--- src/rtl/gc_tx_frame.sv ---
// gc_tx_frame: buffers host bytes and serializes them MSB-first, byte 0 first, into the N64/GC pulse stage, then a stop bit.
// Optional watchdog abort is compiled in when GC_TX_TIMEOUT_EN is defined.
module gc_tx_frame #(
  parameter int unsigned MAX_BYTES      = 8,
  parameter int unsigned ADDR_W         = 3,
  parameter int unsigned TIMEOUT_CYCLES = 1024
) (
  input  logic              sys_clk,
  input  logic              rst,
  input  logic              wr_en,
  input  logic [7:0]        wr_data,
  input  logic              start,
  input  logic              pulse_busy,
  output logic              pulse_trigger,
  output logic [1:0]        pulse_digit,
  output logic              busy,
  output logic              done,
  output logic              wr_full,
  output logic [ADDR_W:0]   byte_count,
  output logic              err
);

  localparam int unsigned CNT_W      = ADDR_W + 1;
  localparam int unsigned IDX_W      = (ADDR_W == 0) ? 1 : ADDR_W;
  localparam logic [1:0]  DIGIT_STOP = 2'b11;

  if (MAX_BYTES != (1 << ADDR_W) || MAX_BYTES > 64 || TIMEOUT_CYCLES < 2) begin : g_param_check
    $error("gc_tx_frame: MAX_BYTES must equal 2**ADDR_W (at most 64) and TIMEOUT_CYCLES must be >= 2");
  end

  typedef enum logic [2:0] {
    S_IDLE,
    S_SETUP,
    S_TRIG,
    S_WAIT_ACK,
    S_WAIT_DONE,
    S_FINISH
  } state_t;

  state_t             state_q, state_d;
  logic [7:0]         buf_q [MAX_BYTES];
  logic [7:0]         buf_d [MAX_BYTES];
  logic [IDX_W-1:0]   byte_idx_q, byte_idx_d;
  logic [2:0]         bit_idx_q, bit_idx_d;
  logic               is_stop_q, is_stop_d;
  logic               pulse_trigger_q, pulse_trigger_d;
  logic [1:0]         pulse_digit_q, pulse_digit_d;
  logic               busy_q, busy_d;
  logic               done_q, done_d;
  logic               wr_full_q, wr_full_d;
  logic [CNT_W-1:0]   byte_count_q, byte_count_d;
  logic               wr_accept_c;
  logic               last_bit_c;
  logic               timeout_c;

  // State register
  always_ff @(posedge sys_clk or posedge rst) begin
    if (rst) state_q <= S_IDLE;
    else     state_q <= state_d;
  end

  // Next-state logic
  always_comb begin
    state_d = state_q;
    case (state_q)
      S_IDLE:      if (start) state_d = S_SETUP;
      S_SETUP:     state_d = S_TRIG;
      S_TRIG:      state_d = S_WAIT_ACK;
      S_WAIT_ACK: begin
        if (timeout_c)       state_d = S_IDLE;
        else if (pulse_busy) state_d = S_WAIT_DONE;
      end
      S_WAIT_DONE: begin
        if (timeout_c)        state_d = S_IDLE;
        else if (!pulse_busy) state_d = is_stop_q ? S_FINISH : S_SETUP;
      end
      S_FINISH:    state_d = S_IDLE;
      default:     state_d = S_IDLE;
    endcase
  end

  assign last_bit_c = (bit_idx_q == 3'd0) &&
                      (CNT_W'(byte_idx_q) == byte_count_q - CNT_W'(1));

  // Buffer writes, bit pointer and registered output values
  always_comb begin
    buf_d           = buf_q;
    byte_idx_d      = byte_idx_q;
    bit_idx_d       = bit_idx_q;
    is_stop_d       = is_stop_q;
    pulse_digit_d   = pulse_digit_q;
    busy_d          = busy_q;
    byte_count_d    = byte_count_q;
    pulse_trigger_d = (state_d == S_TRIG);
    done_d          = 1'b0;
    wr_accept_c     = (state_q == S_IDLE) && wr_en && (byte_count_q != CNT_W'(MAX_BYTES));

    if (wr_accept_c) begin
      buf_d[byte_count_q[IDX_W-1:0]] = wr_data;
      byte_count_d                   = byte_count_q + CNT_W'(1);
    end

    case (state_q)
      S_IDLE: begin
        if (start) begin
          busy_d        = 1'b1;
          byte_idx_d    = '0;
          bit_idx_d     = 3'd7;
          is_stop_d     = (byte_count_d == '0);
          pulse_digit_d = is_stop_d ? DIGIT_STOP : {1'b0, buf_d[0][7]};
        end
      end
      S_WAIT_ACK, S_WAIT_DONE: begin
        if (timeout_c) begin
          pulse_digit_d = DIGIT_STOP;
          byte_count_d  = '0;
          busy_d        = 1'b0;
        end else if (state_q == S_WAIT_DONE && !pulse_busy && !is_stop_q) begin
          if (last_bit_c) begin
            pulse_digit_d = DIGIT_STOP;
            is_stop_d     = 1'b1;
          end else if (bit_idx_q == 3'd0) begin
            byte_idx_d    = byte_idx_q + IDX_W'(1);
            bit_idx_d     = 3'd7;
            pulse_digit_d = {1'b0, buf_q[byte_idx_d][7]};
          end else begin
            bit_idx_d     = bit_idx_q - 3'd1;
            pulse_digit_d = {1'b0, buf_q[byte_idx_q][bit_idx_d]};
          end
        end
      end
      S_FINISH: begin
        done_d        = 1'b1;
        busy_d        = 1'b0;
        byte_count_d  = '0;
        pulse_digit_d = DIGIT_STOP;
      end
      default: ;
    endcase

    wr_full_d = (byte_count_d == CNT_W'(MAX_BYTES));
  end

  // Datapath and output registers
  always_ff @(posedge sys_clk or posedge rst) begin
    if (rst) begin
      byte_idx_q      <= '0;
      bit_idx_q       <= 3'd0;
      is_stop_q       <= 1'b0;
      pulse_trigger_q <= 1'b0;
      pulse_digit_q   <= DIGIT_STOP;
      busy_q          <= 1'b0;
      done_q          <= 1'b0;
      wr_full_q       <= 1'b0;
      byte_count_q    <= '0;
    end else begin
      byte_idx_q      <= byte_idx_d;
      bit_idx_q       <= bit_idx_d;
      is_stop_q       <= is_stop_d;
      pulse_trigger_q <= pulse_trigger_d;
      pulse_digit_q   <= pulse_digit_d;
      busy_q          <= busy_d;
      done_q          <= done_d;
      wr_full_q       <= wr_full_d;
      byte_count_q    <= byte_count_d;
    end
  end

  // Frame storage; validity is tracked by byte_count, so no reset needed
  always_ff @(posedge sys_clk) begin
    buf_q <= buf_d;
  end

`ifdef GC_TX_TIMEOUT_EN
  localparam int unsigned TMO_W = $clog2(TIMEOUT_CYCLES + 1);

  logic [TMO_W-1:0] tmo_cnt_q, tmo_cnt_d;
  logic             err_q, err_d;

  assign timeout_c = (state_q == S_WAIT_ACK || state_q == S_WAIT_DONE) &&
                     (tmo_cnt_q == TMO_W'(TIMEOUT_CYCLES - 1));

  // Watchdog counts only while waiting on the pulse stage, restarting on every state change
  always_comb begin
    tmo_cnt_d = '0;
    if ((state_q == S_WAIT_ACK || state_q == S_WAIT_DONE) && state_d == state_q)
      tmo_cnt_d = tmo_cnt_q + TMO_W'(1);
    err_d = err_q;
    if (state_q == S_IDLE && start) err_d = 1'b0;
    else if (timeout_c)             err_d = 1'b1;
  end

  always_ff @(posedge sys_clk or posedge rst) begin
    if (rst) begin
      tmo_cnt_q <= '0;
      err_q     <= 1'b0;
    end else begin
      tmo_cnt_q <= tmo_cnt_d;
      err_q     <= err_d;
    end
  end

  assign err = err_q;
`else
  assign timeout_c = 1'b0;
  assign err       = 1'b0;
`endif

  assign pulse_trigger = pulse_trigger_q;
  assign pulse_digit   = pulse_digit_q;
  assign busy          = busy_q;
  assign done          = done_q;
  assign wr_full       = wr_full_q;
  assign byte_count    = byte_count_q;

endmodule

--- config.mk ---
export PLATFORM = sky130hd
export DESIGN_NAME = gc_tx_frame
export DESIGN_NICKNAME = d
export VERILOG_FILES = /design/src/rtl/gc_tx_frame.sv
export SDC_FILE = /design/constraint.sdc
export NUM_CORES = 1
export LEC_CHECK = 0
export CAP_MARGIN = 10
export CORE_MARGIN = 3
export CORE_UTILIZATION = 53
export CTS_BUF_LIST = sky130_fd_sc_hd__clkbuf_16
export CTS_CLUSTER_DIAMETER = 60
export DETAILED_ROUTE_END_ITERATION = 10
export GPL_TIMING_DRIVEN = 0
export PLACE_DENSITY = 0.73
export SYNTH_ARGS = -nofsm -noshare
export SYNTH_HDL_FRONTEND = slang
export SYNTH_SLANG_ARGS = --single-unit
--- constraint.sdc ---
create_clock -name sys_clk -period 2.23 [get_ports sys_clk]
set_clock_uncertainty 0.05 [all_clocks]
set_input_delay 0.446 -clock sys_clk [delete_from_list [all_inputs] [get_ports sys_clk]]
set_output_delay 0.446 -clock sys_clk [all_outputs]
set_load 0.01 [all_outputs]
-- Word-level counts from Yosys, hierarchy flattened
Index checks and enable logic that the tools add are counted.
- add/subtract/negate cells: 4
- magnitude comparators: 5
- reductions and logical operators: 20
- muxes and demuxes: 42
- equality and inequality tests: 14
- bitwise logic cells: 3
- operator list (operator ; number):
    64-bit bitwise mux ; 1
    64-bit two-way mux ; 1
    8-bit binary-select mux with 3-bit select ; 2
    8-bit two-way mux ; 5
    3-bit two-way mux ; 12
    8-bit demux with 3-bit select ; 1
    3-bit one-hot mux with 5 select lines ; 1
    4-bit >= comparator (second input constant) ; 3
    3-bit inverter with 4-bit output ; 3
    3-bit one-hot mux with 2 select lines ; 2
    2-bit != test (second input constant) ; 5
    3-bit by 2-bit equality test with 1-bit output (second input constant) ; 3
    2-bit two-way mux ; 4
    4-bit two-way mux ; 2
    4-bit AND reduction ; 2
    1-bit two-way mux ; 7
    3-bit equality test (second input constant) ; 2
    1-bit logical AND ; 6
    3-bit zero test ; 2
    2-bit one-hot mux with 3 select lines ; 1
    5-bit AND reduction ; 1
    4-bit by 1-bit adder with 4-bit output (second input constant) ; 1
    3-bit by 4-bit equality test with 1-bit output ; 1
    4-bit equality test (second input constant) ; 1
    other kinds (16) ; 19
- register bits: 84
- bits of input ports: 13
- word-level logic and storage cells: 107

-- Logic depth before layout (Yosys ltp)
Gate-level depths: netlist (run 1).
- word-level depth: 10
- gate-level depth with buffers: 9
- gate-level depth less buffers: 8

-- Worst setup path after synthesis (run 1)
No wires, ideal clock.
- kind: reg2reg
- start point: register byte_count_q[0], in the netlist byte_count[0]
- end point: register pulse_digit_q[0], in the netlist pulse_digit[0]
- path buffers: 1
- data arrival time: 2.266 ns
- path slack: -0.174 ns
- period minus slack after synthesis: 2.404 ns
- stages on the path, launching flop included: 10
- data required time: 2.092 ns
- path through: dfrtp_1 -> buf_2 -> inv_1 -> ha_1 -> nand2_1 -> nand2_1 -> nor4_2 -> mux2_2 -> o32ai_1 -> a31oi_1
- RTL lines (what ; line ; source):
    from (decl) ; 51 ; logic [CNT_W-1:0] byte_count_q, byte_count_d;
    from (signal assigned) ; 165 ; byte_count_q <= byte_count_d;
    to (signal assigned) ; 161 ; pulse_digit_q <= pulse_digit_d;
    to (decl) ; 47 ; logic [1:0] pulse_digit_q, pulse_digit_d;

-- Final worst setup path (run 1)
- start point: register byte_count_q[0], in the netlist byte_count[0]
- end point: register pulse_digit_q[0], in the netlist pulse_digit[0]
- word-level cells in the longest chain between the ends: 10
- elaborated cells between the ends (all ways): 21
- those cells by class: add/sub (2); order compare (2); eq/ne (2); mux (10); bitwise (1); reduce/logical (4)
- ends and longest elaborated chain (what ; line ; source):
    3-bit inverter with 4-bit output (implied by the code) ; 99 ; buf_d[byte_count_q[IDX_W-1:0]] = wr_data;
    4-bit >= comparator (implied by the code) or 4-bit by 1-bit less-than comparator with 1-bit output (tied branches) ; 99 ;
    1-bit logical AND (implied by the code) ; 99 ;
    8-bit two-way mux (implied by the code) ; 99 ;
    8-bit demux with 3-bit select ; 99 ;
    64-bit bitwise mux ; 99 ;
    64-bit two-way mux ; 98 ; if (wr_accept_c) begin
    2-bit two-way mux ; 110 ; pulse_digit_d = is_stop_d ? DIGIT_STOP : {1'b0, buf_d[0][7]};
    2-bit two-way mux ; 105 ; if (start) begin
    2-bit one-hot mux with 3 select lines * ; 103 ; case (state_q)
Mark *: on every way between the ends. The rest lies on a longest branch, timed or not. The select of a mux whose other input is x is not followed.
A chain may end at the register's enable or synchronous reset.

==> results of run 1 <==
==> cells in the final DEF, fill, tap and decap left out, drive strengths merged, types with 2 or more instances in the layout <==
cell type and instances:
xor2 4, mux4 18, dfstp 2, clkdlybuf4s50 22, xnor2 5, o21ai 11
nor4b 2, nand3 5, a211oi 2, mux2i 3, nand4 5, buf 26
o22ai 3, a21oi 9, ha 6, dfrtp 18, a31oi 2, edfxtp 63
clkinv 2, mux2 3, nor4 5, inv 12, nor2 22, o21a 2
nand2 24, clkbuf 12, nor3 5, bufinv 3
==> kinds of logic after synthesis <==
logic type,Yosys count,share of synthesized area [%]
flops,84,63.5
simple gates,76,10.2
compound gates,40,6.82
mux,24,12.3
buf+inv,24,2.93
xor+xnor,9,2.07
fa+ha+maj,6,1.98
other cells,1,0.0987
==> where the power goes <==
part,switching (mW),leakage [nW],internal (mW),total (mW)
Combinational,1.16,0.725,0.912,2.07
Sequential,0.136,0.818,1.89,2.03
Clock,0.606,0.170,1.10,1.71
==> routing by layer <==
metal	track usage [%]	share of wire, %	up-vias
li1	-	-	1104
met1	28.3	42	1217
met2	35.1	51	68
met3	4.17	5.3	17
met4	10.5	2.1	0
met5	0	0	-
==> tightest hold or removal path: cells and delay by family (launching register included) <==
kind	cells	cell delay [ps]
and+or+nand+nor	1	60
AOI/OAI and AO/OA	1	60
DFF	1	340
==> repair_timing <==
item | in CTS | in global routing
setup buffers | 10 | 5
gates resized for setup | 23 | 19
endpoints found under the setup margin | 62 | 37
hold endpoints to repair | 0 | 0
pin swaps | 7 | 9
==> per-stage QoR <==
stage | instance area (µm²) | TNS [ps] | util [%]
finish | 4840 | 0 | 70.5
global route | 4840 | -35.7 | 70.5
CTS | 4710 | -72.4 | 68.6
detailed placement | 4170 | -39090 | 60.6
global placement | 4160 | -41110 | 60.5
floorplan | 3820 | -1240 | -
==> layout make-up <==
cell class / instances / area [µm²] / share of cell area (%)
multi-input combinational: 156 / 1460 / 30.1
buffer: 13 / 83.8 / 1.73
inverter: 10 / 40.0 / 0.826
sequential: 84 / 2420 / 49.9
tap: 96 / 120 / 2.48
clock inverter: 7 / 121 / 2.51
timing repair buffer: 38 / 378 / 7.80
clock buffer: 9 / 225 / 4.65
==> worst paths after layout <==
| check | start | end | slack, ps | cells after the start |
|---|---|---|---|---|
| hold / removal | is_stop_q$_DFFE_PP0P_ | is_stop_q$_DFFE_PP0P_ | 450 | 2 |
| setup reg to reg | byte_count[0]$_DFF_PP0_ | pulse_digit[0]$_DFFE_PP1P_ | 70 | 8 |
| setup / recovery | byte_count[0]$_DFF_PP0_ | pulse_digit[0]$_DFFE_PP1P_ | 70 | 8 |
| max in group asynchronous | rst | bit_idx_q[0]$_DFFE_PP0P_ | 1090 | 2 |
| min in group asynchronous | rst | state_q[1]$_DFF_PP0_ | 500 | 2 |
| hold reg to reg | is_stop_q$_DFFE_PP0P_ | is_stop_q$_DFFE_PP0P_ | 450 | 2 |
==> flow_summary.yaml, run 1 <==
drt:
  drt_pass1_iterations: 4
  dr.first_iter.drc_count: 228
  drc_errors: 0
  vias: 2406
  ant_nets: 0
  avgRoutedWirePerCell_um: 19.9
  via_per_inst: 5.83
  routed_wl_um: 8210
logic_synthesis:
  yosysMostFrequentCell: "edfxtp_1"
  netlist_top_cells_area: "edfxtp_1 50%, dfrtp_1 12%, mux4_2 11%"
  synth_top_cell_by_area: "edfxtp_1"
  synth_seq_cells: 84
  netlist_instances: 264
  synth_top_area_share_pct: 49.8
  yosysWarningCount: 0
  synth_common_cells: "63 x edfxtp_1, 23 x nand2_1, 22 x nor2_1"
  synth_nets: 283
  syn_area_um2: 3800
  ys_types: 51
  ys_seq_area_share_pct: 63.5
  synth_edf_count: 63
  async_reset_ff_share_pct: 23.8
  synth_flop_cell: "edfxtp_1"
  syn_avg_cell_area_um2: 14.4
die:
  die_x_um: 90.7
  dieArea_um2: 8220
  initial_core_util_pct: 55.3
  core_um2: 6870
  ioPinCount: 24
  die_h_um: 90.7
  num_rows: 30
setup_path:
  crit_slowest_cell: "dfrtp_1"
  arrival_ps: 2370
  crit_path_end_kind: "flop"
  cp_data_required_time_ps: 2430
  slowest_delay_ps: 400
  critPathBufInv: 1
  path_max_fanout: 3
  critPathKind: "reg -> reg"
  cp_cell_sequence: "buf_4 -> ha_1 -> a211oi_1 -> a21o_1 -> a32oi_1 -> o31ai_4 -> o32ai_1 -> a31oi_1"
  cp-start-kind: "flop"
  crit_family: "compound AO/OA/AOI/OAI gates"
sta:
  worst_slack_ps: 65.9
  maxSlewViolCount: 0
  tightest_slew_ps: 769
  finalCritPeriodShare_pct: 97.0
  hold_viol: 0
  clock.fmax_ghz: 0.462
  finalCriticalPeriod_ps: 2160
  grt_setup_unrepaired: "yes"
  slew_headroom_pct: 48.7
  hold_slack_ps: 450
  finalSetupViolations: 0
placement:
  post-place-ws_ps: -913
  place_inst: 383
  numPortBuffers: 22
  gp_congestion: 0.863
  dpl.hpwl_um: 5170
power_and_ir_drop:
  pwr_density_cell_nw_per_um2: 1200
  vdd_ir_drop_max_v: 0.000650
  p_leak_nw: 1.71
  power.total_mw: 5.80
final_layout:
  nFillCells: 457
  fin_cells: 413
  fin_nets: 331
  syn_to_final_growth_pct: 27.5
  drive_above_1_share_pct: 30.0
  insertedDiodeCount: 0
clock_network:
  cts_sinks: 84
  ctsLongestPathBuffers: 2
  cts_tree: "yes"
  postCtsHoldBufs: 0
  worstSkewPairLatency_ps: 340
  cts_root_buf: "clkbuf_16"
  clkTransAtPathRegs_ps: 60
  htree_levels: 3
  cts_buffers: 9
run_status:
  status: "completed"
grt:
  grt_pass1_vias: 2560
  grt_use_total_pct: 21.7
  grt_max_degree: 21
  antenna_found_initial: 0
  grt_remaining_overflow: 0
  grt_pass1_wl_um: 13400
min_path:
  hp-class: "reg -> reg"
flow_run:
  max-cap-violations: 0
Note: power is estimated with default switching activity, not from simulation.
==> run 2: changes to the inputs <==
Settings changed: MAX_ROUTING_LAYER set to met4.
==> flow_summary.yaml, run 2 (synthesis gave the netlist of run 1 again) <==
setup_path:
  r2r_cells: 8
  worst-r2r-setup-slack_ps: 60
  crit_slowest_cell: "dfrtp_1"
  critPathBufInv: 1
  critPathKind: "reg -> reg"
  cp_cell_sequence: "buf_4 -> ha_1 -> a211oi_1 -> a21o_1 -> a32oi_1 -> o31ai_4 -> o32ai_1 -> a31oi_1"
  r2r_start: "byte_count[0]$_DFF_PP0_"
  cp_data_required_time_ps: 2430
  arrival_ps: 2370
  slowest_delay_ps: 400
  r2r_end: "pulse_digit[0]$_DFFE_PP1P_"
  path_max_fanout: 3
  crit_family: "compound AO/OA/AOI/OAI gates"
  crit_path_end_kind: "flop"
  cp-start-kind: "flop"
sta:
  finalSetupViolations: 0
  setup_tns_ps: 0
  slew_headroom_pct: 48.4
  maxSlewViolCount: 0
  tightest_slew_ps: 773
  clock.fmax_ghz: 0.461
  finalCriticalPeriod_ps: 2170
  worst_slack_ps: 60.7
  grt_setup_unrepaired: "yes"
  hold_viol: 0
  finalCritPeriodShare_pct: 97.3
drt:
  drt_pass1_iterations: 4
  dr.first_iter.drc_count: 278
  ant_nets: 0
  routed_wl_um: 8170
  vias: 2397
  via_per_inst: 5.80
  avgRoutedWirePerCell_um: 19.8
  drc_errors: 0
die:
  initial_core_util_pct: 55.3
  die_x_um: 90.7
  die_h_um: 90.7
  num_rows: 30
  dieArea_um2: 8220
  ioPinCount: 24
  core_um2: 6870
clock_network:
  worstSkewPairLatency_ps: 340
  cts_root_buf: "clkbuf_16"
  clkTransAtPathRegs_ps: 60
  postCtsHoldBufs: 0
  htree_levels: 3
  ctsLongestPathBuffers: 2
  cts_buffers: 9
  cts_sinks: 84
  cts_tree: "yes"
grt:
  grt_max_degree: 21
  grt_remaining_overflow: 0
  antenna_found_initial: 0
  grt_pass1_vias: 2565
  grt_pass1_wl_um: 13300
  grt_use_total_pct: 22.3
power_and_ir_drop:
  switchingPower_mw: 1.89
  pwr_density_cell_nw_per_um2: 1200
  power.total_mw: 5.80
  p_leak_nw: 1.71
  seq_power_share_pct: 35.0
  intPower_mw: 3.90
  comb_power_share_pct: 35.6
  vdd_ir_drop_max_v: 0.000647
  p_sw_share_pct: 32.7
  pwr-share-clk_pct: 29.4
placement:
  post-place-ws_ps: -913
  dpl.hpwl_um: 5170
  gp_congestion: 0.877
  place_inst: 383
  numPortBuffers: 22
  place_area_um2: 4170
final_layout:
  syn_to_final_growth_pct: 27.5
  fin_cells: 413
  layout_common_cells: "63 x edfxtp_1, 22 x nand2_1, 22 x clkdlybuf4s50_1, 18 x mux4_2, 17 x dfrtp_1"
  fin_area_um2: 4840
  nFillCells: 457
  insertedDiodeCount: 0
  final_common_cell: "edfxtp_1"
  fin_nets: 331
  drive_above_1_share_pct: 30.0
min_path:
  hp-start: "is_stop_q$_DFFE_PP0P_"
  hp-class: "reg -> reg"
  min_to: "is_stop_q$_DFFE_PP0P_"
  hold_depth: 2
flow_run:
  max-cap-violations: 0
run_status:
  status: "completed"
## run 2: cell counts in the layout (fill, tap and decap cells not counted)
Identical to the previous run, type by type.
## run 2: power groups by stage
stage / logic, mW / clock network, mW / registers (mW)
finish: 2.06 / 1.71 / 2.03
global route: 2.24 / 1.80 / 2.05
CTS: 1.77 / 1.72 / 2.02
detailed placement: 1.57 / 0 / 2.02
global placement: 1.54 / 0 / 2.01
floorplan: 1.09 / 0 / 2.03
## run 2: worst max-delay path by stage
| stage | startpoint | endpoint | slack, ps | cells after the start |
|---|---|---|---|---|
| after floorplan | byte_count[0]$_DFF_PP0_ | flop | -60 | 7 |
| after global placement | wr_en | flop | -890 | 5 |
| after detailed placement | wr_en | flop | -910 | 5 |
| after CTS | bit_idx_q[0]$_DFFE_PP0P_ | pulse_digit[0]$_DFFE_PP1P_ | -70 | 7 |
| after global routing | bit_idx_q[0]$_DFFE_PP0P_ | pulse_digit[0]$_DFFE_PP1P_ | -30 | 7 |
| final | byte_count[0]$_DFF_PP0_ | pulse_digit[0]$_DFFE_PP1P_ | 60 | 8 |
## run 2: per-stage QoR
stage          hold WS (ps)  utilization [%]
3_3_place_gp            429             60.5
4_1_cts                 449             68.6
6_report                453             70.5
5_1_grt                 487             70.5
2_1_floorplan           358                -
3_5_place_dp            433             60.6
## run 2: area by class of cell
type | instances | area [µm²] | share of cell area, %
Buffer | 13 | 83.8 | 1.73
Tap cell | 96 | 120 | 2.48
Clock buffer | 9 | 225 | 4.65
Sequential cell | 84 | 2420 | 49.9
Clock inverter | 7 | 121 | 2.51
Inverter | 10 | 40.0 | 0.826
Timing Repair Buffer | 38 | 378 | 7.80
Multi-Input combinational cell | 156 | 1460 | 30.1
## run 2: tightest hold or removal path, stage by stage, from the launching register on
cell and delay (ps):
dfrtp_1 340, o22ai_1 60, nand2_1 60
## run 2: what timing repair did
action | in CTS | in global routing
setup buffers | 10 | 5
pin swaps | 7 | 9
gates resized for setup | 23 | 19
cloned | 0 | 0
endpoints found under the setup margin | 62 | 37
## run 2: per-layer routing
metal  track usage, %  wire length (µm)
met2             35.1              4120
met3             4.17               447
met1             28.3              3370
met5                -                 0
met4             10.5               239
